### src/rtl/gcd_pkg.sv
// Shared types and default sizes for the GCD dispatcher and its FIFO.
// The dispatcher state enum lives here so checkers can decode it by name.
package gcd_pkg;

    localparam int GCD_WIDTH_DEF = 32;
    localparam int GCD_TAG_W_DEF = 4;

    typedef enum logic [1:0] {
        ST_IDLE  = 2'd0,
        ST_ISSUE = 2'd1,
        ST_WAIT  = 2'd2,
        ST_OUT   = 2'd3
    } disp_state_e;

endpackage

### src/rtl/gcd_fifo.sv
// Synchronous FIFO with registered occupancy count; no fall-through.
// A push while full is refused even if a pop happens in the same cycle.
module gcd_fifo #(
    parameter int WIDTH_ENTRY = 68,
    parameter int DEPTH       = 4
) (
    input  logic                   clk_i,
    input  logic                   rst_ni,
    input  logic                   push_i,
    input  logic                   pop_i,
    input  logic [WIDTH_ENTRY-1:0] data_i,
    output logic [WIDTH_ENTRY-1:0] data_o,
    output logic                   full_o,
    output logic                   empty_o
);

    localparam int PTR_W = (DEPTH > 1) ? $clog2(DEPTH) : 1;
    localparam int CNT_W = $clog2(DEPTH) + 1;

    logic [WIDTH_ENTRY-1:0] r_mem [DEPTH];
    logic [PTR_W-1:0]       r_wr_ptr;
    logic [PTR_W-1:0]       r_rd_ptr;
    logic [CNT_W-1:0]       r_count;
    logic                   w_push;
    logic                   w_pop;

    assign full_o  = (r_count == CNT_W'(DEPTH));
    assign empty_o = (r_count == '0);
    assign w_push  = push_i & ~full_o;
    assign w_pop   = pop_i & ~empty_o;
    assign data_o  = r_mem[r_rd_ptr];

    // Storage carries no reset; occupancy is tracked solely by r_count.
    always_ff @(posedge clk_i) begin
        if (w_push) begin
            r_mem[r_wr_ptr] <= data_i;
        end
    end

    always_ff @(posedge clk_i or negedge rst_ni) begin
        if (!rst_ni) begin
            r_wr_ptr <= '0;
            r_rd_ptr <= '0;
            r_count  <= '0;
        end else begin
            if (w_push) begin
                r_wr_ptr <= r_wr_ptr + PTR_W'(1);
            end
            if (w_pop) begin
                r_rd_ptr <= r_rd_ptr + PTR_W'(1);
            end
            case ({w_push, w_pop})
                2'b10:   r_count <= r_count + CNT_W'(1);
                2'b01:   r_count <= r_count - CNT_W'(1);
                default: r_count <= r_count;
            endcase
        end
    end

endmodule

### src/rtl/gcd_dispatcher.sv
// Buffers operand pairs, issues them one at a time to the binary-GCD core,
// returns tagged results, and resets the core if it fails to answer in time.
module gcd_dispatcher
    import gcd_pkg::*;
#(
    parameter int WIDTH       = GCD_WIDTH_DEF,
    parameter int TAG_W       = GCD_TAG_W_DEF,
    parameter int DEPTH       = 4,
    parameter int TIMEOUT_CYC = 256
) (
    input  logic             clk_i,
    input  logic             rst_ni,
    input  logic             in_valid_i,
    output logic             in_ready_o,
    input  logic [WIDTH-1:0] in_a_i,
    input  logic [WIDTH-1:0] in_b_i,
    input  logic [TAG_W-1:0] in_tag_i,
    output logic             out_valid_o,
    input  logic             out_ready_i,
    output logic [WIDTH-1:0] out_result_o,
    output logic [TAG_W-1:0] out_tag_o,
    output logic             out_err_o,
    output logic             gcd_rst_o,
    output logic             gcd_start_o,
    output logic [WIDTH-1:0] gcd_a_o,
    output logic [WIDTH-1:0] gcd_b_o,
    input  logic             gcd_busy_i,
    input  logic             gcd_valid_i,
    input  logic [WIDTH-1:0] gcd_result_i
);

    // Both streams are valid/ready: a transfer happens on a rising clock edge
    // where valid and ready are both high; valid never waits on ready.

    localparam int ENTRY_W = TAG_W + 2 * WIDTH;
    localparam int WD_W    = $clog2(TIMEOUT_CYC);
    localparam logic [WD_W-1:0] WD_LAST = WD_W'(TIMEOUT_CYC - 1);

    disp_state_e       r_state;
    disp_state_e       w_state_nxt;
    logic [WIDTH-1:0]  r_op_a;
    logic [WIDTH-1:0]  r_op_b;
    logic [TAG_W-1:0]  r_op_tag;
    logic [WIDTH-1:0]  r_result;
    logic              r_err;
    logic              r_gcd_rst;
    logic [WD_W-1:0]   r_wdog;

    logic              w_push;
    logic              w_pop;
    logic              w_full;
    logic              w_empty;
    logic              w_start;
    logic              w_capture;
    logic              w_wdog_fire;
    logic [ENTRY_W-1:0] w_head;
    logic              w_unused;

    // Busy is informational only; sequencing relies on the valid strobe.
    assign w_unused = gcd_busy_i;

    assign in_ready_o = ~w_full;
    assign w_push     = in_valid_i & in_ready_o;

    gcd_fifo #(
        .WIDTH_ENTRY(ENTRY_W),
        .DEPTH      (DEPTH)
    ) u_fifo (
        .clk_i  (clk_i),
        .rst_ni (rst_ni),
        .push_i (w_push),
        .pop_i  (w_pop),
        .data_i ({in_tag_i, in_b_i, in_a_i}),
        .data_o (w_head),
        .full_o (w_full),
        .empty_o(w_empty)
    );

    always_ff @(posedge clk_i or negedge rst_ni) begin
        if (!rst_ni) begin
            r_state <= ST_IDLE;
        end else begin
            r_state <= w_state_nxt;
        end
    end

    always_comb begin
        w_state_nxt = r_state;
        w_pop       = 1'b0;
        w_start     = 1'b0;
        w_capture   = 1'b0;
        w_wdog_fire = 1'b0;
        case (r_state)
            ST_IDLE: begin
                if (!w_empty) begin
                    w_pop       = 1'b1;
                    w_state_nxt = ST_ISSUE;
                end
            end
            ST_ISSUE: begin
                w_start     = 1'b1;
                w_state_nxt = ST_WAIT;
            end
            ST_WAIT: begin
                // A result arriving on the timeout cycle still counts as success.
                if (gcd_valid_i) begin
                    w_capture   = 1'b1;
                    w_state_nxt = ST_OUT;
                end else if (r_wdog == WD_LAST) begin
                    w_wdog_fire = 1'b1;
                    w_state_nxt = ST_OUT;
                end
            end
            ST_OUT: begin
                if (out_ready_i) begin
                    w_state_nxt = ST_IDLE;
                end
            end
            default: w_state_nxt = ST_IDLE;
        endcase
    end

    always_ff @(posedge clk_i or negedge rst_ni) begin
        if (!rst_ni) begin
            r_op_a    <= '0;
            r_op_b    <= '0;
            r_op_tag  <= '0;
            r_result  <= '0;
            r_err     <= 1'b0;
            r_gcd_rst <= 1'b0;
            r_wdog    <= '0;
        end else begin
            if (w_pop) begin
                {r_op_tag, r_op_b, r_op_a} <= w_head;
                r_wdog <= '0;
            end else if (r_state == ST_WAIT) begin
                r_wdog <= r_wdog + WD_W'(1);
            end
            if (w_capture) begin
                r_result <= gcd_result_i;
                r_err    <= 1'b0;
            end else if (w_wdog_fire) begin
                r_result <= '0;
                r_err    <= 1'b1;
            end
            r_gcd_rst <= w_wdog_fire;
        end
    end

    // Operands are held in registers so they stay put while the core samples them.
    assign gcd_start_o  = w_start;
    assign gcd_a_o      = r_op_a;
    assign gcd_b_o      = r_op_b;
    assign gcd_rst_o    = r_gcd_rst;
    assign out_valid_o  = (r_state == ST_OUT);
    assign out_result_o = r_result;
    assign out_tag_o    = r_op_tag;
    assign out_err_o    = r_err;

endmodule

### config.mk
export PLATFORM = sky130hd
export DESIGN_NAME = gcd_dispatcher
export DESIGN_NICKNAME = d
export VERILOG_FILES = /design/src/rtl/gcd_pkg.sv /design/src/rtl/gcd_fifo.sv /design/src/rtl/gcd_dispatcher.sv
export SDC_FILE = /design/constraint.sdc
export NUM_CORES = 1
export LEC_CHECK = 0
export CAP_MARGIN = 25
export CORE_MARGIN = 5
export CORE_UTILIZATION = 30
export CTS_CLUSTER_SIZE = 10
export DETAILED_ROUTE_END_ITERATION = 8
export PLACE_DENSITY = 0.47
export SYNTH_ARGS = -nofsm -noshare
export SYNTH_HDL_FRONTEND = slang
export SYNTH_SLANG_ARGS = --single-unit
export TNS_END_PERCENT = 10
### constraint.sdc
create_clock -name clk_i -period 6.5 [get_ports clk_i]
set_input_delay 0.65 -clock clk_i [delete_from_list [all_inputs] [get_ports clk_i]]
set_output_delay 0.65 -clock clk_i [all_outputs]
set_load 0.02 [all_outputs]
=== After elaboration in Yosys (flattened, before gate mapping) ===
Memories as Yosys holds them, arrays and structs flattened. A register that Yosys moved wholly into a read port is not among the register bits.
Cells that the tools add are included.

* Reduce and logical (&&, ||, !) cells: 7
* Mux-type cells: 22
* Bitwise operators: 5
* Equal/unequal tests: 10
* Add/sub/neg operators: 5

{| class="wikitable"
|+ Operator list
! cell !! count
|-
| $mux 32 || 2
|-
| $mux 8 || 2
|-
| $mux 1 || 12
|-
| $add 8x1->8 const B || 1
|-
| $eq 8x8->1 const B || 1
|-
| $mux 2 || 4
|-
| $pmux 2 s4 || 1
|-
| $eq 2x2->1 const B || 3
|-
| $pmux 3 s2 || 1
|-
| $reduce_bool 2->1 || 3
|-
| $add 2x1->2 const B || 2
|-
| $eq 2x1->1 const B || 2
|-
| $add 3x1->3 const B || 1
|-
| $and 1x1->1 || 3
|-
| $eq 3x3->1 const B || 1
|-
| $logic_not 3->1 || 1
|-
| $ne 3x3->1 const B || 1
|-
| $reduce_and 3->1 || 1
|-
| $sub 3x1->3 const B || 1
|-
| $logic_not 2->1 || 1
|-
| $ne 2x1->1 const B || 1
|-
| $ne 2x2->1 const B || 1
|-
| $not 1->1 || 2
|-
| $logic_not 1->1 || 1
|}

* Output and inout port bits: 105
* Memory bits (writable): 272
* Bits in registers: 51
* Bits of input ports: 106
* Memories: 1

{| class="wikitable"
|+ Memory list
! memory !! depth !! bits a word !! rd ports !! clocked after Yosys merged registers in !! write ports !! RTL line !! text
|-
| u_fifo.r_mem || 4 || 68 || 1 || 1 || 1 || gcd_fifo.sv:20 || <nowiki>logic [WIDTH_ENTRY-1:0] r_mem [DEPTH];</nowiki>
|}

=== Depth between registers and ports, before layout ===
* Depth in word-level cells: 6
* Mapped depth: 11
* Gate-level depth less buffers: 10

=== Hierarchy ===
From an unflattened synthesis, not the netlist that was laid out.

* Cells, all modules: 784
* Area, all modules: 15075.7 µm²

{| class="wikitable"
|+ Modules (own cells, without submodules)
! module !! area an instance (µm²) !! cells an instance !! times used
|-
| gcd_fifo || 10314.9 || 393 || 1
|-
| gcd_dispatcher || 4760.8 || 391 || 1
|}

=== Worst setup path after synthesis ===
Ideal clock, no wire load.

* Path type: reg-to-reg
* Start: register u_fifo.r_count[2]
* End: memory u_fifo.r_mem[0][0], enable pin
* Slack: 3.680 ns
* Setup time: 0.434 ns
* Data required time: 6.066 ns
* Arrival time: 2.386 ns
* Buffers on the path: 0
* Stages on the path, launching flop included: 3
* Path through: dfrtp_1 > or3b_4 > and3_1

* Longest elaborated chain between the ends: 6

{| class="wikitable"
|+ RTL lines
! what !! RTL line !! text
|-
| start: declaration || gcd_fifo.sv:23 || <nowiki>logic [CNT_W-1:0] r_count;</nowiki>
|-
| start signal: assignment || gcd_fifo.sv:53 || <nowiki>2'b10: r_count <= r_count + CNT_W'(1);</nowiki>
|-
| start signal: assignment || gcd_fifo.sv:54 || <nowiki>2'b01: r_count <= r_count - CNT_W'(1);</nowiki>
|-
| start signal: assignment || gcd_fifo.sv:55 || <nowiki>default: r_count <= r_count;</nowiki>
|-
| $eq 3x3->1 (*) || gcd_fifo.sv:27 || <nowiki>assign full_o = (r_count == CNT_W'(DEPTH));</nowiki>
|-
| $not 1->1 (*) || gcd_dispatcher.sv:62 || <nowiki>assign in_ready_o = ~w_full;</nowiki>
|-
| net in_ready_o || gcd_dispatcher.sv:14 || <nowiki>output logic in_ready_o,</nowiki>
|-
| $and 1x1->1 || gcd_dispatcher.sv:63 || <nowiki>assign w_push = in_valid_i & in_ready_o;</nowiki>
|-
| $and 1x1->1 (*) || gcd_fifo.sv:29 || <nowiki>assign w_push = push_i & ~full_o;</nowiki>
|-
| $mux 1 (*) || gcd_fifo.sv:35 || <nowiki>if (w_push) begin</nowiki>
|-
| $mux 1 (implied by the code) (*) || gcd_fifo.sv:36 || <nowiki>r_mem[r_wr_ptr] <= data_i;</nowiki>
|-
| end: declaration || gcd_fifo.sv:20 ||
|}

The timed path passes the listed nets; every way through them passes the cells marked *.

=== Worst setup path in the final report ===
* Start: register r_state[0]
* End: register u_fifo.r_count[2]

* Longest elaborated chain between the ends: 5

{| class="wikitable"
|+ RTL lines
! what !! RTL line !! text
|-
| start: declaration || gcd_dispatcher.sv:39 || <nowiki>disp_state_e r_state;</nowiki>
|-
| start signal: assignment || gcd_dispatcher.sv:83 || <nowiki>r_state <= w_state_nxt;</nowiki>
|-
| $logic_not 2->1 (*) || gcd_dispatcher.sv:93 || <nowiki>case (r_state)</nowiki>
|-
| $mux 1 (*) || gcd_dispatcher.sv:93 ||
|-
| $and 1x1->1 (*) || gcd_fifo.sv:30 || <nowiki>assign w_pop = pop_i & ~empty_o;</nowiki>
|-
| $eq 2x1->1 or $eq 2x2->1 (tied branches) || gcd_fifo.sv:52 || <nowiki>case ({w_push, w_pop})</nowiki>
|-
| $pmux 3 s2 or $reduce_bool 2->1 (tied branches) || - ||
|}

Every way passes the cells marked *; elsewhere a longest branch is shown, timed or not.
A chain may end at the register's enable or synchronous reset.

==> results.cfg <==
[die]
coreArea_um2 = 49100
io_pins = 211
die_area_um2 = 54200
placement_rows = 81
initial_core_util = 0.304
die_y_um = 233
die_w_um = 233

[sta]
worst_pin_slew_ns = 0.872
fin_crit_sh = 0.420
grt_setup_unrepaired = false
setup_tns_ns = 0
fin_worst_hold_slack_ns = 0.197
setup_viol = 0
timing.fmax_mhz = 367
max_slew_margin = 0.419
finClkSkew_ns = 0.0220
slew_viol_final = 0
hold_viol = 0
period_needed_ns = 2.73

[global_routing]
grt_usage = 0.132
grt_pass1_vias = 8962
grt_max_degree = 85
antenna_found_initial = 5
grt_pass1_wl_um = 55000
overflow = 0

[detailed_routing]
wl_per_cell_um = 19.3
dr.pass1.iters = 4
drt_iter0_drc = 455
vias = 8224
drc = 0
detail-route-antenna-nets = 0
vias_per_cell = 4.44
routed_wl_um = 35700

[synth]
ys_ff_latch = 391
synth-edff-count = 272
synth_cells = 921
ys_dominant_reg_cell = edfxtp_1
netlist-cell-type-count = 37
async_flop_share = 0.304
yosysSeqAreaShare = 0.748
avgSynthCellArea_um2 = 16.2
syn_nets = 1039
yosysWarningCount = 0
syn-cell-area_um2 = 14900

[setup_path]
cp.arrival_ns = 3.16
worstRegToRegCells = 10
r2r_start = r_state[0]$_DFFE_PN0P_
required_ns = 6.93
reg2reg_slack_ns = 3.77
crit_path_start_kind = flop
cp-end-kind = flop
crit_type = flop to flop
crit_path_max_fanout = 40
reg2reg_to = u_fifo.r_count[2]$_DFFE_PN0P_

[clock_network]
cts.clk_slew.worst_paths_ns = 0.06
cts.sinks = 391
tritoncts = done
cts_resized = 0
cts_max_level = 2
postCtsHoldBufs = 0
clk_path_buf_depth = 3
cts_buffers = 47
postCtsSetupRepairBufs = 0
clockRootBuffer = clkbuf_16
clock_latency_ns = 0.56

[placement]
placed_cell_area_um2 = 17800
dpl.hpwl_um = 19900
gp_congestion = 0.658
port_buffers = 209

[cells_and_area]
final_nets = 1266
design_area_um2 = 19200
drive_gt1_frac = 0.127
syn_to_final_growth_pct = 28.9

[power]
switching_share = 0.329
seqPwrFrac = 0.409
p_comb_frac = 0.332
p_int_uw = 6200
p_per_area_nw_per_um2 = 481
netSwitchingPower_uw = 3040
finalPower_uw = 9240
total_leakage_power_uw = 0.00703
p_clk_frac = 0.260
ir_drop_uv = 236

[hold_path]
hold_path.class = primary input to async pin

[run]
cap_violations = 0

[outcome]
run_status = complete, no violations
how the worst max path moves through the flow:
stage	from	endpoint
after global routing	r_state[0]$_DFFE_PN0P_	u_fifo.r_count[2]$_DFFE_PN0P_
after detailed placement	in_valid_i	u_fifo.r_mem[2][14]$_DFFE_PP_
after floorplan	u_fifo.r_count[2]$_DFFE_PN0P_	u_fifo.r_mem[0][0]$_DFFE_PP_
after CTS	r_state[0]$_DFFE_PN0P_	u_fifo.r_count[2]$_DFFE_PN0P_
final	r_state[0]$_DFFE_PN0P_	u_fifo.r_count[2]$_DFFE_PN0P_
after global placement	in_valid_i	u_fifo.r_mem[3][14]$_DFFE_PP_
cells in the mapped netlist (3+ instances only):
| master | count | area [µm²] |
|---|---|---|
| a21oi_1 | 36 | 180 |
| and3_1 | 5 | 31.3 |
| buf_2 | 17 | 85.1 |
| clkbuf_1 | 27 | 101 |
| dfrtp_1 | 119 | 2980 |
| edfxtp_1 | 272 | 8170 |
| ha_1 | 11 | 138 |
| inv_1 | 9 | 33.8 |
| mux4_2 | 68 | 1530 |
| nand2_1 | 240 | 901 |
| nand3_1 | 3 | 15.0 |
| nand4_1 | 3 | 18.8 |
| nor2_1 | 8 | 30.0 |
| nor2b_1 | 33 | 206 |
| o21ai_0 | 38 | 190 |
| or3_1 | 3 | 18.8 |
| xnor2_1 | 5 | 43.8 |
| xor2_1 | 5 | 43.8 |
cells in the final DEF, fill, tap and decap left out, types with 5 or more instances in the layout:
master / Yosys / routed
a21oi_1: 36 / 36
inv_1: 9 / 9
o21ai_0: 38 / 38
nor2_1: 8 / 7
nor2b_1: 33 / 33
mux4_2: 68 / 68
xor2_1: 5 / 5
buf_4: 1 / 12
clkbuf_16: 0 / 49
ha_1: 11 / 11
nand2_1: 240 / 240
clkdlybuf4s50_1: 0 / 208
xnor2_1: 5 / 5
clkbuf_1: 27 / 29
edfxtp_1: 272 / 272
dfrtp_1: 119 / 117
power by group through the flow:
stage	logic, µW	clock network, µW	registers, µW
global route	3390	2590	3870
CTS	3160	2500	3800
floorplan	1640	0	4020
finish	3060	2400	3780
detailed placement	3150	0	3850
global placement	3140	0	3820
cell type report:
type,instances,area [µm²]
clock buffer,80,1360
fill,4683,29800
inverter,10,38.8
timing repair buffer,223,2230
sequential,391,11200
tap,664,831
antenna,2,5.00
clock inverter,6,41.3
multi-input combinational,475,3540
metal layers:
metal / vias to the layer above / share of wire / GRT usage
met5: - / 0.00062 / 0
met4: 4 / 0.019 / 0.0380
met3: 50 / 0.071 / 0.0411
met2: 192 / 0.47 / 0.213
met1: 4156 / 0.44 / 0.175
li1: 3822 / - / -
sequential cells by signal (all words and copies together), names as in the netlist:
| register | count |
|---|---|
| u_fifo.r_mem | 272 |
| u_fifo.r_rd_ptr | 2 |
| out_tag_o | 4 |
| u_fifo.r_count | 3 |
| gcd_rst_o | 1 |
| r_wdog | 8 |
| gcd_a_o | 32 |
| u_fifo.r_wr_ptr | 2 |
| out_result_o | 32 |
| gcd_b_o | 32 |
| r_state | 2 |
| out_err_o | 1 |
kinds of logic (layout without fill, tap and decap cells):
kind of cell / count (synthesis) / after routing / synth area share
xor gates and xnor gates: 10 / 10 / 0.00588
adders and majority gates: 12 / 12 / 0.0106
other: 0 / 2 / 0
AOI/OAI and AO/OA: 79 / 79 / 0.0285
DFF: 391 / 391 / 0.748
buffers and inverters: 55 / 319 / 0.0155
muxes: 70 / 70 / 0.104
and+or+nand+nor: 304 / 304 / 0.0868
stage by stage:
| stage | cells | worst slack (ns) | utilization |
|---|---|---|---|
| 2_1_floorplan | 921 | 3.68 | - |
| 3_3_place_gp | 1761 | 3.51 | 0.362 |
| 3_5_place_dp | 1762 | 3.54 | 0.362 |
| 4_1_cts | 1848 | 3.71 | 0.391 |
| 5_1_grt | 1849 | 3.54 | 0.391 |
| 6_report | 1851 | 3.77 | 0.391 |
critical path: stages (launching register included):
cell and delay, ns:
dfrtp_1 0.39, inv_1 0.10, ha_1 0.25, o31ai_4 0.08
clkinv_2 0.64, ha_1 0.51, inv_1 0.08, fa_1 0.17
xor2_1 0.16, nor2_1 0.07, xor2_1 0.13
No activity file was read; power rests on OpenSTA's default activity.
